<file path="src/rtl/gamepad_input_conditioner.sv">
// gamepad_input_conditioner
// Conditions raw gamepad buttons for the pixel generator. Each channel goes
// through polarity normalisation, a 2-flop synchroniser and a debouncer.
// From the debounced level it derives press/release pulses, auto-repeat
// pulses and per-frame snapshots latched on frame_tick.
module gamepad_input_conditioner #(
   parameter int                 N_BTN           = 5,
   parameter logic [N_BTN-1:0]   ACTIVE_LOW_MASK = 5'b01111,
   parameter int                 DEBOUNCE_CYCLES = 500000,
   parameter int                 REPEAT_DELAY    = 25000000,
   parameter int                 REPEAT_PERIOD   = 5000000
) (
   input  logic             clk_50MHz,
   input  logic             reset,
   input  logic [N_BTN-1:0] btn_raw,
   input  logic             frame_tick,
   output logic [N_BTN-1:0] btn_level,
   output logic [N_BTN-1:0] btn_press,
   output logic [N_BTN-1:0] btn_release,
   output logic [N_BTN-1:0] btn_repeat,
   output logic [N_BTN-1:0] btn_frame,
   output logic [N_BTN-1:0] btn_frame_press
);

   localparam int DW     = $clog2(DEBOUNCE_CYCLES) + 1;
   localparam int RMAX   = (REPEAT_DELAY > REPEAT_PERIOD) ? REPEAT_DELAY : REPEAT_PERIOD;
   localparam int RW     = $clog2(RMAX) + 1;
   localparam logic [DW-1:0] DB_LAST = DW'(DEBOUNCE_CYCLES - 1);
   localparam logic [RW-1:0] RD_LAST = RW'(REPEAT_DELAY - 1);
   localparam logic [RW-1:0] RP_LAST = RW'(REPEAT_PERIOD - 1);

   typedef enum logic [1:0] {
      ST_IDLE,
      ST_DELAY,
      ST_REPEAT
   } rep_state_t;

   logic [N_BTN-1:0] w_norm;
   logic [N_BTN-1:0] r_sync1;
   logic [N_BTN-1:0] r_sync2;
   logic [N_BTN-1:0] r_level;
   logic [DW-1:0]    r_dcnt [N_BTN];
   logic [N_BTN-1:0] w_diff;
   logic [N_BTN-1:0] w_accept;
   logic [N_BTN-1:0] w_rise;
   logic [N_BTN-1:0] w_fall;
   logic [N_BTN-1:0] r_press;
   logic [N_BTN-1:0] r_release;

   rep_state_t       r_state     [N_BTN];
   rep_state_t       w_state_nxt [N_BTN];
   logic [RW-1:0]    r_rcnt      [N_BTN];
   logic [RW-1:0]    w_rcnt_nxt  [N_BTN];
   logic [N_BTN-1:0] w_rep_nxt;
   logic [N_BTN-1:0] r_repeat;

   logic [N_BTN-1:0] r_acc;
   logic [N_BTN-1:0] r_frame;
   logic [N_BTN-1:0] r_frame_press;

   assign w_norm = btn_raw ^ ACTIVE_LOW_MASK;

   // Two-flop synchroniser; reset value 0 is the released state after polarity fix
   always_ff @(posedge clk_50MHz) begin
      if (reset) begin
         r_sync1 <= '0;
         r_sync2 <= '0;
      end else begin
         r_sync1 <= w_norm;
         r_sync2 <= r_sync1;
      end
   end

   // A level change is accepted on the DEBOUNCE_CYCLES-th consecutive mismatching sample
   always_comb begin
      w_diff = r_sync2 ^ r_level;
      for (int unsigned i = 0; i < N_BTN; i++) begin
         w_accept[i] = w_diff[i] && (r_dcnt[i] == DB_LAST);
      end
      w_rise = w_accept & r_sync2;
      w_fall = w_accept & ~r_sync2;
   end

   // Debounce counters, debounced level and edge pulses
   always_ff @(posedge clk_50MHz) begin
      if (reset) begin
         r_level   <= '0;
         r_press   <= '0;
         r_release <= '0;
         for (int unsigned i = 0; i < N_BTN; i++) begin
            r_dcnt[i] <= '0;
         end
      end else begin
         r_level   <= r_level ^ w_accept;
         r_press   <= w_rise;
         r_release <= w_fall;
         for (int unsigned i = 0; i < N_BTN; i++) begin
            if (!w_diff[i] || w_accept[i]) begin
               r_dcnt[i] <= '0;
            end else begin
               r_dcnt[i] <= r_dcnt[i] + 1'b1;
            end
         end
      end
   end

   // Repeat FSM state register and registered repeat pulse
   always_ff @(posedge clk_50MHz) begin
      if (reset) begin
         r_repeat <= '0;
         for (int unsigned i = 0; i < N_BTN; i++) begin
            r_state[i] <= ST_IDLE;
            r_rcnt[i]  <= '0;
         end
      end else begin
         r_repeat <= w_rep_nxt;
         for (int unsigned i = 0; i < N_BTN; i++) begin
            r_state[i] <= w_state_nxt[i];
            r_rcnt[i]  <= w_rcnt_nxt[i];
         end
      end
   end

   // Repeat FSM next state; the FSM reacts to the accept condition so the first
   // repeat pulse lines up with the press pulse
   always_comb begin
      w_rep_nxt = '0;
      for (int unsigned i = 0; i < N_BTN; i++) begin
         w_state_nxt[i] = r_state[i];
         w_rcnt_nxt[i]  = r_rcnt[i];
         if (w_fall[i]) begin
            w_state_nxt[i] = ST_IDLE;
            w_rcnt_nxt[i]  = '0;
         end else begin
            case (r_state[i])
               ST_IDLE: begin
                  if (w_rise[i]) begin
                     w_rep_nxt[i]   = 1'b1;
                     w_state_nxt[i] = ST_DELAY;
                     w_rcnt_nxt[i]  = '0;
                  end
               end
               ST_DELAY: begin
                  if (r_rcnt[i] == RD_LAST) begin
                     w_rep_nxt[i]   = 1'b1;
                     w_state_nxt[i] = ST_REPEAT;
                     w_rcnt_nxt[i]  = '0;
                  end else begin
                     w_rcnt_nxt[i] = r_rcnt[i] + 1'b1;
                  end
               end
               ST_REPEAT: begin
                  if (r_rcnt[i] == RP_LAST) begin
                     w_rep_nxt[i]  = 1'b1;
                     w_rcnt_nxt[i] = '0;
                  end else begin
                     w_rcnt_nxt[i] = r_rcnt[i] + 1'b1;
                  end
               end
               default: begin
                  w_state_nxt[i] = ST_IDLE;
                  w_rcnt_nxt[i]  = '0;
               end
            endcase
         end
      end
   end

   // Frame snapshots; a press pulse coincident with frame_tick closes into the ending frame
   always_ff @(posedge clk_50MHz) begin
      if (reset) begin
         r_acc         <= '0;
         r_frame       <= '0;
         r_frame_press <= '0;
      end else if (frame_tick) begin
         r_frame       <= r_level;
         r_frame_press <= r_acc | r_press;
         r_acc         <= '0;
      end else begin
         r_acc         <= r_acc | r_press;
      end
   end

   assign btn_level       = r_level;
   assign btn_press       = r_press;
   assign btn_release     = r_release;
   assign btn_repeat      = r_repeat;
   assign btn_frame       = r_frame;
   assign btn_frame_press = r_frame_press;

endmodule

</file>
<file path="config.mk">
export PLATFORM = sky130hd
export DESIGN_NAME = gamepad_input_conditioner
export DESIGN_NICKNAME = d
export VERILOG_FILES = /design/src/rtl/gamepad_input_conditioner.sv
export SDC_FILE = /design/constraint.sdc
export NUM_CORES = 1
export LEC_CHECK = 0
export CAP_MARGIN = 25
export CORE_UTILIZATION = 41
export CTS_BUF_LIST = sky130_fd_sc_hd__clkbuf_4
export CTS_CLUSTER_DIAMETER = 60
export DETAILED_ROUTE_END_ITERATION = 8
export PLACE_DENSITY = 0.56
export REMOVE_ABC_BUFFERS = 1
export SKIP_LAST_GASP = 1
export SLEW_MARGIN = 10
export SYNTH_ARGS = -nofsm -noshare
export SYNTH_HDL_FRONTEND = slang
export SYNTH_SLANG_ARGS = --single-unit
</file>
<file path="constraint.sdc">
create_clock -name clk_50MHz -period 2.63 [get_ports clk_50MHz]
set_input_delay 0.263 -clock clk_50MHz [delete_from_list [all_inputs] [get_ports clk_50MHz]]
set_output_delay 0.263 -clock clk_50MHz [all_outputs]
set_load 0.05 [all_outputs]
</file>
==> After elaboration in Yosys (flattened, before gate mapping) <==
Memory sizes are Yosys's and may differ from the RTL's.
Cells that the tools add are included.
{ "totals": {"regBits": 45, "ram_bits": 240, "in_bits": 8, "output_inout_bits": 30, "elab_cells": 222, "n_memories": 3} }
{ "op_classes": {"add_sub_neg": 10, "eq_ne": 25, "n_mux": 118, "n_bitwise": 27, "n_reduce_logical": 26} }
{ "mem_list": {"columns": ["name", "words", "width", "rd", "rd_clocked_by_memory_dff", "wr", "line", "text"], "rows": [
  ["r_rcnt", 5, 26, 5, 0, 5, "52", "logic [RW-1:0] r_rcnt [N_BTN];"],
  ["r_dcnt", 5, 20, 5, 0, 5, "42", "logic [DW-1:0] r_dcnt [N_BTN];"],
  ["r_state", 5, 2, 5, 0, 5, "50", "rep_state_t r_state [N_BTN];"]
]} }
{ "op_table": {"columns": ["operator", "count"], "rows": [
  ["26-bit 2-to-1 mux", 25],
  ["26-bit one-hot mux with 3 select lines", 5],
  ["20-bit 2-to-1 mux", 10],
  ["26-bit by 1-bit adder with 26-bit output (second input constant)", 5],
  ["26-bit by 23-bit == test with 1-bit output (second input constant)", 5],
  ["26-bit by 25-bit == test with 1-bit output (second input constant)", 5],
  ["20-bit by 1-bit adder with 20-bit output (second input constant)", 5],
  ["20-bit by 19-bit == test with 1-bit output (second input constant)", 5],
  ["1-bit 2-to-1 mux", 48],
  ["2-bit 2-to-1 mux", 20],
  ["2-bit one-hot mux with 3 select lines", 5],
  ["1-bit OR", 20],
  ["1-bit one-hot mux with 3 select lines", 5],
  ["2-bit OR reduction", 6],
  ["5-bit bitwise AND", 2],
  ["2-bit by 1-bit == test with 1-bit output (second input constant)", 5],
  ["2-bit == test (second input constant)", 5],
  ["2-bit logical NOT", 5],
  ["5-bit bitwise XOR", 2],
  ["1-bit logical AND", 5],
  ["1-bit logical NOT", 5],
  ["1-bit logical OR", 5],
  ["5-bit NOT", 1],
  ["5-bit OR", 1],
  ["4-bit NOT", 1]
]} }

==> Logic depth before layout (Yosys ltp) <==
{ "logic_depth": {"depth_word": 8, "ltp_mapped": 9, "mapped_depth_nobuf": 7} }

==> Worst setup path before layout <==
No wires, ideal clock.
{ "synth_path": {"kind": "register -> register", "startpoint": "memory r_rcnt[0][58] (netlist bit)", "endpoint": "memory r_rcnt[0][58] (netlist bit)", "setup_ns": 0.115, "arrival_ns": 2.191, "required_time_ns": 2.515, "slack_ns": 0.324, "stages_incl_launch_ff": 8, "path_buffers": 1, "synth_period_minus_slack_ns": 2.306, "cell_sequence": "dfxtp_1 > nand2b_4 > or4_4 > or4_4 > a32o_2 > o21ai_4 > buf_12 > nor2_2"} }
{ "synth_rtl": {"columns": ["element", "line"], "rows": [
  ["from (decl)", "52"]
]} }

==> impl_results.md <==
* Status: complete, no violations
* DP HPWL at roughly 22000 µm
* DR iter-0 viols at ~510
* Worst Max-Slew Pin Slew at about 0.73 ns
* Layout net count at around 1900
* Top Ports at 38
* Layout Area Growth over Synthesis at 18.24%
* WP data required at 3.24 ns
* Most frequent cells in the layout: 256 x nor2_1, 185 x dfxtp_1, 153 x nand2_1
* Routed Antenna Nets at 0
* Initial Util at 0.4149
* Max incr delay on CP at between 0.5 and 0.6 ns
* DRC at 0
* Postcts setup bufs at 0
* GR Util All Layers at 0.1837
* Initial antenna violation count at 2
* Combinational power share at 0.030
* Pwr/cell area at around 530 nW/µm²
* Drt pass-1 iters at 5
* Endpoints failing setup at 0
* CTS tree: built
* Die ar. at 36660 µm²
* DIE HEIGHT at approximately 190 µm
* P_leak at 6.039 nW
* Syn avg cell area at around 9 µm²
* Vias in the first global route at about 12000
* Cts bufs inserted at 82
* Final Cell Area at 17410 µm²
* Slew headroom at 0.5103
* Distinct cells, synth at 75
* Reg2Reg Depth at 7
* Psw at about 2.1 mW
* H-tree depth at 3
* Clock sink count at about 290
* Remaining Overflow, GRT at 0
* WP buf/inv at 0
* R2R setup slack at roughly 0.18 ns
* Fill cells at approximately 3400
* Max Slew Vio Count at 0
* Peak Freq at around 410 MHz
* GPL Wtd Cong at roughly 0.83
* Synth Flop Type: dfxtp_1
* Commonest non-fill, non-tap cell in the layout: nor2_1
* CP Max Fanout at 12
* Cell Area, Synth at 14720 µm²
* Setup CP Type: flop to flop
* RR Startpoint: r_dcnt[2][0]$_SDFFCE_PN0P_
* Clock buffer depth at 3
* Critical Path AT at 3.06 ns
* Hold Crit Start: reset
* CP startpoint kind: flop
* Share of layout cells above drive strength 1 at 0.1313
* First-pass GRT wire length at around 56000 µm
* RSZ-0062 raised after global routing: false
* R2r endpoint: r_rcnt[0][57]$_SDFFE_PP0P_
* Worst Hold Class: primary input to flop
* Critical path capture point type: flop
* Cell Chain, Critical Path: ha_1 -> nor4b_1 -> nand4_1 -> o31a_2 -> or3_1 -> xor2_1 -> nor2_2
* Syn Inst Count at roughly 1600
* DR WL/cell at around 14 µm
* Post-synth EDFFs at 100
* Pint at slightly above 7 mW
* Fin util at 0.4905
* Period utilization at 0.9324
* Sequential Power Share at 0.510
* Total Wirelength at roughly 32000 µm
* Yosys Warn Count at 0
* Sw Ratio at 0.2326
* Ys async rst share at 0
* Vias at ~12000
* Register area share after synthesis at 0.4556
* Core region area at between 30000 and 40000 µm²
* Clock Power Share at 0.460
* Worst-Skew Late Latency at approximately 0.74 ns
* Final Hold Fails at 0
* Clk root buf: clkbuf_4
* Number of buffers added on ports at 37
* Setup TNS at 0 ns
* Skew final at between 0.04 and 0.05 ns
* Largest net degree at the start of global routing at 30
* CP max-delay cell: o31a_2
* Max Cap Viol at 0
* Maximum VDD drop at between 0.3 and 0.4 mV
* # rows at between 60 and 70
* Worst Hold Depth at 3
* Die X at between 150 and 200 µm
* Crit path time final at 2.452 ns
* Delay-heaviest family, CP: simple AND/OR/NAND/NOR gates
* Synthesized flop and latch total at 285
* Clk slew on worst S/H paths at roughly 0.060 ns
* Placed inst area at roughly 16000 µm²
* Vias/cell at ~5.1
[worst min-delay path, delay by kind of cell]
family	cells	cell delay [ns]
buf+inv	2	0.37
simple gates	1	0.13
[power by group through the flow]
stage	sequential (mW)	combinational (mW)	clock (mW)
floorplan	4.80	0.155	0
global placement	4.80	0.276	0
detailed placement	4.81	0.277	0
CTS	4.71	0.282	4.45
global route	4.72	0.317	4.68
finish	4.71	0.281	4.25
[flip-flops by register name (all words and copies together) (netlist names), named ones only]
name	cells
r_sync1	5
btn_frame_press	5
btn_repeat	5
r_acc	5
btn_release	5
r_dcnt	100
r_sync2	5
btn_press	5
btn_frame	5
r_rcnt	130
r_state	10
[per-stage QoR]
step	power (mW)	hold WS, ns	worst slack, ns	cells
after CTS	9.442	0.001096	0.1326	2372
after global placement	5.079	0.4208	0.1397	2219
final	9.236	0.08355	0.1779	2375
after detailed placement	5.083	0.4245	0.1306	2219
after floorplan	4.956	0.3297	-0.5542	1660
after global routing	9.715	0.01330	0.008167	2375
[layout make-up]
class	instances	area [µm²]	share of cell area
antenna	3	7.507	0.0004313
clock buffer	131	983.4	0.05650
clock inverter	19	100.1	0.005751
inverter	33	123.9	0.007117
multi-input combinational	1342	8016	0.4606
sequential	285	6706	0.3853
tap	461	576.8	0.03314
timing repair buffer	101	890.9	0.05118
[kinds of logic after synthesis]
| kind of cell | Yosys count | share of synthesized area |
|---|---|---|
| buf+inv | 90 | 0.02703 |
| other cells | 1 | 0.0002547 |
| flops | 285 | 0.4556 |
| simple gates | 892 | 0.3118 |
| xor+xnor | 170 | 0.1011 |
| mux | 14 | 0.009519 |
| compound gates | 131 | 0.06494 |
| fa+ha+maj | 35 | 0.02975 |
[per-layer routing]
| layer | vias to the layer above | global-route usage | routed length [µm] |
|---|---|---|---|
| li1 | 6216 | - | - |
| met1 | 5679 | 0.2430 | 15850 |
| met2 | 239 | 0.2882 | 14240 |
| met3 | 68 | 0.04369 | 1437 |
| met4 | 0 | 0.07143 | 759 |
| met5 | - | 0 | 0 |
[how the worst max path moves through the flow]
stage	start	to	depth (start not counted)
2_1_floorplan	r_dcnt[2][0]$_SDFFCE_PN0P_	r_rcnt[0][72]$_SDFFE_PP0P_	7
3_3_place_gp	r_dcnt[2][0]$_SDFFCE_PN0P_	r_rcnt[0][57]$_SDFFE_PP0P_	7
3_5_place_dp	r_dcnt[2][0]$_SDFFCE_PN0P_	r_rcnt[0][57]$_SDFFE_PP0P_	7
4_1_cts	r_dcnt[0][7]$_SDFFCE_PN0P_	r_rcnt[0][25]$_SDFFE_PP0P_	7
5_1_grt	r_dcnt[2][0]$_SDFFCE_PN0P_	r_rcnt[0][63]$_SDFFE_PP0P_	7
6_report	r_dcnt[2][0]$_SDFFCE_PN0P_	r_rcnt[0][57]$_SDFFE_PP0P_	7
[repair_timing]
item | CTS | global route
hold buffers | 3 | 0
hold endpoints to repair | 3 | 0
endpoints found under the setup margin | 0 | 49
gates resized for setup | 0 | 5
[synth_stat cells, drive strengths merged (18+ instances only)]
library cell / instances / area share
buf: 18 / 0.0087
o21ai: 23 / 0.0088
nor3: 54 / 0.018
a31oi: 20 / 0.0085
nand4: 86 / 0.037
clkbuf: 39 / 0.0099
xor2: 102 / 0.061
and4: 23 / 0.014
xnor2: 68 / 0.040
or3: 21 / 0.0089
ha: 35 / 0.030
dfxtp: 185 / 0.25
nor4: 30 / 0.013
inv: 32 / 0.0082
a21oi: 33 / 0.012
nor2: 276 / 0.074
nand3: 108 / 0.037
edfxtp: 100 / 0.20
and3: 38 / 0.016
nand2: 153 / 0.039
(Power assumes the default switching activity.)
